<file path="src/rtl/emu_step_ctrl_pkg.sv">
`default_nettype none
// ============================================================================
// Module   : emu_step_ctrl_pkg
// Brief    : Shared state encoding for the fixed-timestep emulator sequencer.
// Revision : 1.0  initial release
// ============================================================================
package emu_step_ctrl_pkg;

  localparam int STATE_W = 3;

  typedef enum logic [STATE_W-1:0] {
    ST_IDLE     = 3'd0,
    ST_RST_HOLD = 3'd1,
    ST_PRIME    = 3'd2,
    ST_SETTLE   = 3'd3,
    ST_SAMPLE   = 3'd4,
    ST_STEP     = 3'd5,
    ST_DONE     = 3'd6
  } state_t;

endpackage
`default_nettype wire

</file>
<file path="src/rtl/emu_step_ctrl_if.sv">
`default_nettype none
// ============================================================================
// Module   : emu_step_ctrl_if
// Brief    : Command, model-control and sample-stream bundle of the sequencer.
//            master = sequencer side, slave = host/model side.
// Revision : 1.0  initial release
// ============================================================================
interface emu_step_ctrl_if #(
  parameter int STEP_W = 16,
  parameter int SMP_W  = 18
) ();

  logic              cmd_start;
  logic [STEP_W-1:0] cmd_num_steps;
  logic              cmd_abort;
  logic              go;
  logic              model_rst;
  logic [SMP_W-1:0]  v_out;
  logic              smp_valid;
  logic              smp_ready;
  logic [SMP_W-1:0]  smp_data;
  logic [STEP_W-1:0] smp_idx;
  logic              busy;
  logic              done;

  modport master (
    input  cmd_start, cmd_num_steps, cmd_abort, v_out, smp_ready,
    output go, model_rst, smp_valid, smp_data, smp_idx, busy, done
  );

  modport slave (
    output cmd_start, cmd_num_steps, cmd_abort, v_out, smp_ready,
    input  go, model_rst, smp_valid, smp_data, smp_idx, busy, done
  );

endinterface
`default_nettype wire

</file>
<file path="src/rtl/emu_win_check.sv">
`default_nettype none
// ============================================================================
// Module   : emu_win_check
// Brief    : Signed window compare on accepted samples with a saturating
//            error counter and a sticky error flag.
// Revision : 1.0  initial release
// ============================================================================
module emu_win_check #(
  parameter int STEP_W = 16,
  parameter int SMP_W  = 18
) (
  input  wire logic              clk,
  input  wire logic              rst,
  input  wire logic              clr,
  input  wire logic              fire,
  input  wire logic [SMP_W-1:0]  sample,
  input  wire logic [SMP_W-1:0]  lo,
  input  wire logic [SMP_W-1:0]  hi,
  output logic      [STEP_W-1:0] err_cnt,
  output logic                   err
);

  logic outside;
  assign outside = ($signed(sample) < $signed(lo)) || ($signed(sample) > $signed(hi));

  // Count out-of-window samples at the moment they are handed over; saturate at all-ones.
  always_ff @(posedge clk or posedge rst) begin
    if (rst) begin
      err_cnt <= '0;
      err     <= 1'b0;
    end else if (clr) begin
      err_cnt <= '0;
      err     <= 1'b0;
    end else if (fire && outside) begin
      err <= 1'b1;
      if (err_cnt != {STEP_W{1'b1}}) err_cnt <= err_cnt + 1'b1;
    end
  end

endmodule
`default_nettype wire

</file>
<file path="src/rtl/emu_step_ctrl.sv">
`default_nettype none
// ============================================================================
// Module   : emu_step_ctrl
// Brief    : On-chip reset/prime/step/sample sequencer for a fixed-timestep
//            analog model. Issues single-cycle go pulses and streams the model
//            output captured after every step over a valid/ready channel.
//            Optional feature macro: EMU_STEP_CTRL_CHECK_EN adds a signed
//            window checker (chk_lo/chk_hi in, err_cnt/err out).
// Revision : 1.0  initial release
// ============================================================================
module emu_step_ctrl
  import emu_step_ctrl_pkg::*;
#(
  parameter int RST_CYCLES = 16,
  parameter int STEP_W     = 16,
  parameter int SMP_W      = 18
) (
  input  wire logic        emu_clk,
  input  wire logic        emu_rst,
  emu_step_ctrl_if.master  bus
`ifdef EMU_STEP_CTRL_CHECK_EN
  ,
  input  wire logic [SMP_W-1:0]  chk_lo,
  input  wire logic [SMP_W-1:0]  chk_hi,
  output logic      [STEP_W-1:0] err_cnt,
  output logic                   err
`endif
);

  localparam int CNT_W = (RST_CYCLES > 1) ? $clog2(RST_CYCLES) : 1;

  state_t            state, state_nxt;
  logic [STEP_W-1:0] n_steps;
  logic [CNT_W-1:0]  hold_cnt;
  logic [SMP_W-1:0]  data_q;
  logic [STEP_W-1:0] idx_q;

  logic go, model_rst, smp_valid, busy, done;
  logic start_acc, last_step, hs;

  // Abort has priority over start when both arrive together in IDLE.
  assign start_acc = (state == ST_IDLE) && bus.cmd_start && !bus.cmd_abort;
  assign last_step = (idx_q == n_steps - 1'b1);
  assign hs        = smp_valid && bus.smp_ready;

  // State register.
  always_ff @(posedge emu_clk or posedge emu_rst) begin
    if (emu_rst) state <= ST_IDLE;
    else         state <= state_nxt;
  end

  // Next-state and Moore outputs; the model is held in reset whenever no step is in flight.
  always_comb begin
    state_nxt = state;
    go        = 1'b0;
    model_rst = 1'b1;
    smp_valid = 1'b0;
    busy      = 1'b1;
    done      = 1'b0;
    case (state)
      ST_IDLE: begin
        busy = 1'b0;
        if (start_acc) state_nxt = (bus.cmd_num_steps == '0) ? ST_DONE : ST_RST_HOLD;
      end
      ST_RST_HOLD: begin
        if (hold_cnt == '0) state_nxt = ST_PRIME;
      end
      ST_PRIME: begin
        go        = 1'b1;
        state_nxt = ST_SETTLE;
      end
      ST_SETTLE: begin
        model_rst = 1'b0;
        state_nxt = ST_SAMPLE;
      end
      ST_SAMPLE: begin
        model_rst = 1'b0;
        smp_valid = 1'b1;
        if (bus.smp_ready) state_nxt = ST_STEP;
      end
      ST_STEP: begin
        model_rst = 1'b0;
        go        = 1'b1;
        state_nxt = last_step ? ST_DONE : ST_SETTLE;
      end
      ST_DONE: begin
        done      = 1'b1;
        state_nxt = ST_IDLE;
      end
      default: state_nxt = ST_IDLE;
    endcase
    if ((state != ST_IDLE) && bus.cmd_abort) state_nxt = ST_IDLE;
  end

  // Run datapath: step count, reset-hold counter, captured sample and its index.
  always_ff @(posedge emu_clk or posedge emu_rst) begin
    if (emu_rst) begin
      n_steps  <= '0;
      hold_cnt <= '0;
      data_q   <= '0;
      idx_q    <= '0;
    end else begin
      if (start_acc) begin
        n_steps  <= bus.cmd_num_steps;
        hold_cnt <= CNT_W'(RST_CYCLES - 1);
        idx_q    <= '0;
      end
      if ((state == ST_RST_HOLD) && (hold_cnt != '0)) hold_cnt <= hold_cnt - 1'b1;
      if (state == ST_SETTLE) data_q <= bus.v_out;
      if ((state == ST_STEP) && !last_step && !bus.cmd_abort) idx_q <= idx_q + 1'b1;
    end
  end

  assign bus.go        = go;
  assign bus.model_rst = model_rst;
  assign bus.smp_valid = smp_valid;
  assign bus.smp_data  = data_q;
  assign bus.smp_idx   = idx_q;
  assign bus.busy      = busy;
  assign bus.done      = done;

`ifdef EMU_STEP_CTRL_CHECK_EN
  emu_win_check #(
    .STEP_W (STEP_W),
    .SMP_W  (SMP_W)
  ) u_win_check (
    .clk     (emu_clk),
    .rst     (emu_rst),
    .clr     (start_acc),
    .fire    (hs),
    .sample  (data_q),
    .lo      (chk_lo),
    .hi      (chk_hi),
    .err_cnt (err_cnt),
    .err     (err)
  );
`else
  // Handshake only feeds the window checker.
  logic hs_unused;
  assign hs_unused = hs;
`endif

endmodule
`default_nettype wire
</file>
<file path="src/flat_wrapper.sv">
// flat-port wrapper written by rule: the top's interface ports become plain ports
module emu_step_ctrl_flat import emu_step_ctrl_pkg::*;
#(
  parameter int RST_CYCLES = 16,
  parameter int STEP_W     = 16,
  parameter int SMP_W      = 18
)
  (emu_clk, emu_rst, bus_cmd_start, bus_cmd_num_steps, bus_cmd_abort, bus_v_out, bus_smp_ready, bus_go, bus_model_rst, bus_smp_valid, bus_smp_data, bus_smp_idx, bus_busy, bus_done);
  emu_step_ctrl_if #(.STEP_W(STEP_W), .SMP_W(SMP_W)) bus_i ();
  input  wire logic emu_clk;
  input  wire logic emu_rst;
  input wire logic [$bits(bus_i.cmd_start)-1:0] bus_cmd_start;
  input wire logic [$bits(bus_i.cmd_num_steps)-1:0] bus_cmd_num_steps;
  input wire logic [$bits(bus_i.cmd_abort)-1:0] bus_cmd_abort;
  input wire logic [$bits(bus_i.v_out)-1:0] bus_v_out;
  input wire logic [$bits(bus_i.smp_ready)-1:0] bus_smp_ready;
  output wire logic [$bits(bus_i.go)-1:0] bus_go;
  output wire logic [$bits(bus_i.model_rst)-1:0] bus_model_rst;
  output wire logic [$bits(bus_i.smp_valid)-1:0] bus_smp_valid;
  output wire logic [$bits(bus_i.smp_data)-1:0] bus_smp_data;
  output wire logic [$bits(bus_i.smp_idx)-1:0] bus_smp_idx;
  output wire logic [$bits(bus_i.busy)-1:0] bus_busy;
  output wire logic [$bits(bus_i.done)-1:0] bus_done;
  assign bus_i.cmd_start = bus_cmd_start;
  assign bus_i.cmd_num_steps = bus_cmd_num_steps;
  assign bus_i.cmd_abort = bus_cmd_abort;
  assign bus_i.v_out = bus_v_out;
  assign bus_i.smp_ready = bus_smp_ready;
  assign bus_go = bus_i.go;
  assign bus_model_rst = bus_i.model_rst;
  assign bus_smp_valid = bus_i.smp_valid;
  assign bus_smp_data = bus_i.smp_data;
  assign bus_smp_idx = bus_i.smp_idx;
  assign bus_busy = bus_i.busy;
  assign bus_done = bus_i.done;
  emu_step_ctrl #(.RST_CYCLES(RST_CYCLES), .STEP_W(STEP_W), .SMP_W(SMP_W)) u_core (.emu_clk(emu_clk), .emu_rst(emu_rst), .bus(bus_i));
endmodule
</file>
<file path="config.mk">
export PLATFORM = sky130hd
export DESIGN_NAME = emu_step_ctrl_flat
export DESIGN_NICKNAME = d
export VERILOG_FILES = /design/src/rtl/emu_step_ctrl_pkg.sv /design/src/rtl/emu_step_ctrl_if.sv /design/src/rtl/emu_win_check.sv /design/src/rtl/emu_step_ctrl.sv /design/src/flat_wrapper.sv
export SDC_FILE = /design/constraint.sdc
export NUM_CORES = 1
export LEC_CHECK = 0
export ABC_AREA = 1
export ABC_CLOCK_PERIOD_IN_PS = 5100
export CELL_PAD_IN_SITES_DETAIL_PLACEMENT = 0
export CELL_PAD_IN_SITES_GLOBAL_PLACEMENT = 1
export CORE_ASPECT_RATIO = 0.75
export CORE_UTILIZATION = 39
export CTS_CLUSTER_SIZE = 24
export DETAILED_ROUTE_END_ITERATION = 7
export GPL_TIMING_DRIVEN = 0
export PLACE_DENSITY = 0.92
export SYNTH_ARGS = -nofsm -noshare
export SYNTH_HDL_FRONTEND = slang
export SYNTH_SLANG_ARGS = --single-unit
</file>
<file path="constraint.sdc">
create_clock -name emu_clk -period 5.1 [get_ports emu_clk]
set_input_delay 0.765 -clock emu_clk [delete_from_list [all_inputs] [get_ports emu_clk]]
set_output_delay 0.765 -clock emu_clk [all_outputs]
set_load 0.05 [all_outputs]
</file>
# Word-level counts from Yosys, hierarchy flattened
# Cells that the tools add are included.
[word_totals]
register_bits = 57
latch_bits = 0
mem_bits_rw = 0
romBits = 0
in_bits = 39
n_memories = 0
[classes]
add_sub_neg = 3
multipliers = 0
div = 0
magnitude_cmp = 0
n_eq_ne = 10
shift = 0
mux = 16
bitwise_logic = 0
n_reduce_logical = 18
[ops]
columns = ["cell", "count"]
rows = [
  ["two-way mux 16 bit", 2],
  ["two-way mux 3 bit", 6],
  ["case mux 3 bit (6 select lines)", 1],
  ["adder 16 x 1 -> 16 bit, second input constant", 1],
  ["equality test 16 bit", 1],
  ["logical NOT 16 bit", 1],
  ["subtractor 16 x 1 -> 16 bit, second input constant", 1],
  ["equality test 3 bit, second input constant", 3],
  ["two-way mux 4 bit", 2],
  ["equality test 3 x 2 -> 1 bit, second input constant", 2],
  ["logical AND 1 bit", 6],
  ["inequality test 3 x 2 -> 1 bit, second input constant", 2],
  ["two-way mux 1 bit", 5],
  ["logical NOT 4 bit", 1],
  ["nonzero test 2 bit", 2],
  ["nonzero test 4 bit", 1],
  ["subtractor 4 x 1 -> 4 bit, second input constant", 1],
  ["equality test 3 x 1 -> 1 bit, second input constant", 1],
  ["logical NOT 3 bit", 1],
  ["inequality test 3 x 1 -> 1 bit, second input constant", 1],
  ["AND reduction 3 bit", 1],
  ["nonzero test 3 bit", 1],
  ["OR reduction 3 bit", 1],
  ["logical NOT 1 bit", 2],
  ["OR reduction 2 bit", 1],
]

# Logic depth before layout (Yosys ltp)
[depth]
word_depth = 6
ltp_mapped = 16
depth_no_buf = 16

# Least setup slack after synthesis
# OpenSTA, ideal clock, no wires.
[synth_timing]
path_type = "register to output"
from = "reg u_core.state[0]"
to = "out bus_model_rst"
arrival_ns = 2.052
setup_slack_ns = 2.283
path_stages_with_launch = 7
n_path_buf = 2
cell_sequence = "dfrtp_1 -> inv_1 -> or2_2 -> nor2_1 -> buf_2 -> buf_2 -> nor3_1"
[synth_via]
elab_chain_cells = 3
[synth_lines]
columns = ["element", "line", "source"]
rows = [
  ["start, declared", "emu_step_ctrl.sv:32", "state_t state, state_nxt;"],
  ["start signal, assigned", "emu_step_ctrl.sv:49", "else state <= state_nxt;"],
  ["equality test 3 bit / equality test 3 x 2 -> 1 bit (equally long branches)", "emu_step_ctrl.sv:60", "case (state)"],
  ["OR reduction 3 bit (no line) *", "-", ""],
  ["two-way mux 1 bit *", "emu_step_ctrl.sv:60", ""],
  ["end, declared", "flat_wrapper.sv:18", "output wire logic [$bits(bus_i.model_rst)-1:0] bus_model_rst;"],
]
# Every way passes the cells marked *; elsewhere a longest branch is shown, timed or not.

# Worst setup path in the final report
# Same ends and word-level chain as after synthesis.

==> metrics <==
Setup crit end kind output port; layout net count about 640; Worst path slowest cell clkdlybuf4s50_1; final global-route overflow total 0; CTS H-tree depth 3; critical path type flip-flop to output port; largest stage delay on the critical path just over 700 ps; Area after DPL 0.004438 mm2; top cells by area, synth dfrtp_1 (41%), nand2_1 (18%), inv_1 (7.4%); 1st-pass router iterations 7; unrepaired setup endpoints after global routing no; first-pass GRT wire length approximately 16 mm; Synth Cell Area 0.003512 mm2; Max-cap violations 0; PortBufs 77; post-CTS resize count 0; part of the Yosys area used for sequential elements 40.61%; Setup Viol. Count Final 0; count leader, synth nand2_1; FILL cells 843; Final Skew 6.925 ps; Slew Limit Fails 0; post-route minimum period 3451 ps; share of post-route cells with drive strength above 1 6.198%; Async S/R FF share, synth between 90% and 100%; largest area contributor in the netlist dfrtp_1; Worst Path Required around 4300 ps; TNS Setup 0 ps; P_leak 0.002403 uW; Ys Warns 0; Critical Path Fanout Max 10; GRT Overall Usage 21.23%; clock buffer count from CTS 9; crit-path cells inv_1 > or2_2 > nor2_1 > buf_2 > buf_2 > nor3_1 > clkdlybuf4s50_1; pin count of the biggest net entering global routing 37; CP most frequent cell buf_2; Main synth FF type dfrtp_1; Post-DP HPWL 6.851 mm; PD cells 554.3 mW/mm2; Yosys cell types 31; Clock Latency Late Sink 330 ps; FMAX ~290 MHz; clock slew at the register clock pins of the worst setup and hold paths 50 ps; Area growth syn-to-layout 34.88%; Worst Hold Class flip-flop to flip-flop; Post-synth EDFFs 0; DRC 2; slew margin rel. 64.21%; die area 0.009393 mm2; vias 3,400; CTS sink cnt 57; synth cell count leaders nand2_1 (170), inv_1 (69), dfrtp_1 (57); core area about 0.0086 mm2; Final ANT Viol Nets 0; FF+latch count, synth 57; Hold-fix buffers, CTS 0; Post-Layout Inst Area 0.004737 mm2; CP startpoint kind flip-flop; CTS tree yes; row count 29; failing checks DRC; Data arrival, critical path 2690 ps; pin slew with the least headroom to its limit 535.2 ps; Ports 78; initial antenna violation count 0; Initial Util 40.84%; post-CTS setup buffers 0; total power 2626 uW; Root Driver clkbuf_16; worst vdd ir 0.3968 mV; vias in the first global route around 3,300; fin crit share 67.68%; drt initial violations 202; clock buffer depth 2; Yosys top cell area share 40.61%; routability cong. around 0.86; vias per std cell 4.823; Hold Violations, Final 0; DIE HEIGHT 84.19 um; routed wire length between 8 and 9 mm; Die W 111.6 um; Avg Cell Area, Syn 6.955 um2; status finished with violations; post-synthesis cell count 505; ant diodes 0; Syn Nets 547; wire per inst 12.70 um
-- logic make-up (layout without fill, tap and decap cells) --
logic type,Yosys count,after routing,synth area share [%]
adders and majority gates,3,3,1.069
AOI/OAI and AO/OA,31,31,4.525
xor gates and xnor gates,23,23,5.736
buffers and inverters,89,181,10.05
DFF,57,57,40.61
and+or+nand+nor,302,302,38.01
-- critical path, delay by kind of cell, from the launching register on --
kind,cells,cell delay (ps)
flip-flops,1,390
buffers and inverters,4,1350
AND/OR/NAND/NOR,3,620
-- cell usage in the layout (no fill, tap or decap), types with 2 or more instances in the layout --
| cell type | count |
|---|---|
| nand2_1 | 170 |
| clkdlybuf4s50_1 | 77 |
| inv_1 | 68 |
| dfrtp_1 | 57 |
| nand3_1 | 43 |
| nor2_1 | 42 |
| o21ai_0 | 24 |
| nand4_1 | 22 |
| xor2_1 | 18 |
| clkbuf_1 | 9 |
| clkbuf_16 | 9 |
| nor3_1 | 8 |
| xnor2_1 | 5 |
| buf_2 | 5 |
| clkbuf_2 | 4 |
| a21oi_1 | 4 |
| nor2_4 | 3 |
| nor4_1 | 3 |
| ha_1 | 3 |
| clkinv_1 | 2 |
| nand2_2 | 2 |
| nor2_2 | 2 |
| clkinv_2 | 2 |
| bufinv_16 | 2 |
-- cell type report --
type                       instances  area, um2  share of cell area [%]
clock inverter                     4      70.07                   1.479
multi-input combinational        359       1733                   36.58
sequential                        57       1426                   30.11
timing repair buffer              78      790.8                   16.69
tap                              108      135.1                   2.853
buffer                            18      86.33                   1.823
clock buffer                      10      229.0                   4.834
inverter                          71      266.5                   5.626
-- routing by layer --
layer	wire [um]	global-route usage, %	vias up
li1	-	-	1759
met1	4354	28.61	1540
met2	3707	31.14	90
met3	778	8.087	11
met4	115	7.494	0
met5	0	0	-
-- final timing paths --
check | from | to | slack, ps | cells after the start
max in group asynchronous | emu_rst | u_core.bus.smp_idx[13] | 3750 | 3
worst max register to register | u_core.n_steps[0] | u_core.bus.smp_idx[4] | 2880 | 16
worst min-delay path | u_core.bus.smp_data[13] | u_core.bus.smp_data[13] | 470 | 2
min in group asynchronous | emu_rst | u_core.bus.smp_idx[7] | 790 | 2
worst min register to register | u_core.bus.smp_data[13] | u_core.bus.smp_data[13] | 470 | 2
worst max-delay path | u_core.state[0] | bus_model_rst | 1650 | 7
-- power by group --
group	internal [uW]	switching (uW)	leakage, uW
Sequential	618	135	0.000725
Clock	419	202	0.000148
Combinational	427	825	0.00153
-- stage by stage --
| stage | hold slack (ps) | instances | setup WS (ps) | utilization (%) |
|---|---|---|---|---|
| floorplan | 461.7 | 505 | 2283 | - |
| detailed placement | 460.3 | 691 | 2013 | 51.61 |
| finish | 473.7 | 705 | 1649 | 55.09 |
| global route | 496.0 | 705 | 1523 | 55.09 |
| global placement | 452.9 | 690 | 1842 | 51.37 |
| CTS | 479.0 | 705 | 1643 | 55.09 |
-- flip-flops by register name, summed over array words and instances, names as in the netlist --
register             count
u_core.bus.smp_idx      16
u_core.n_steps          16
u_core.state             3
u_core.hold_cnt          4
u_core.bus.smp_data     18
No activity file was read; power rests on OpenSTA's default activity.
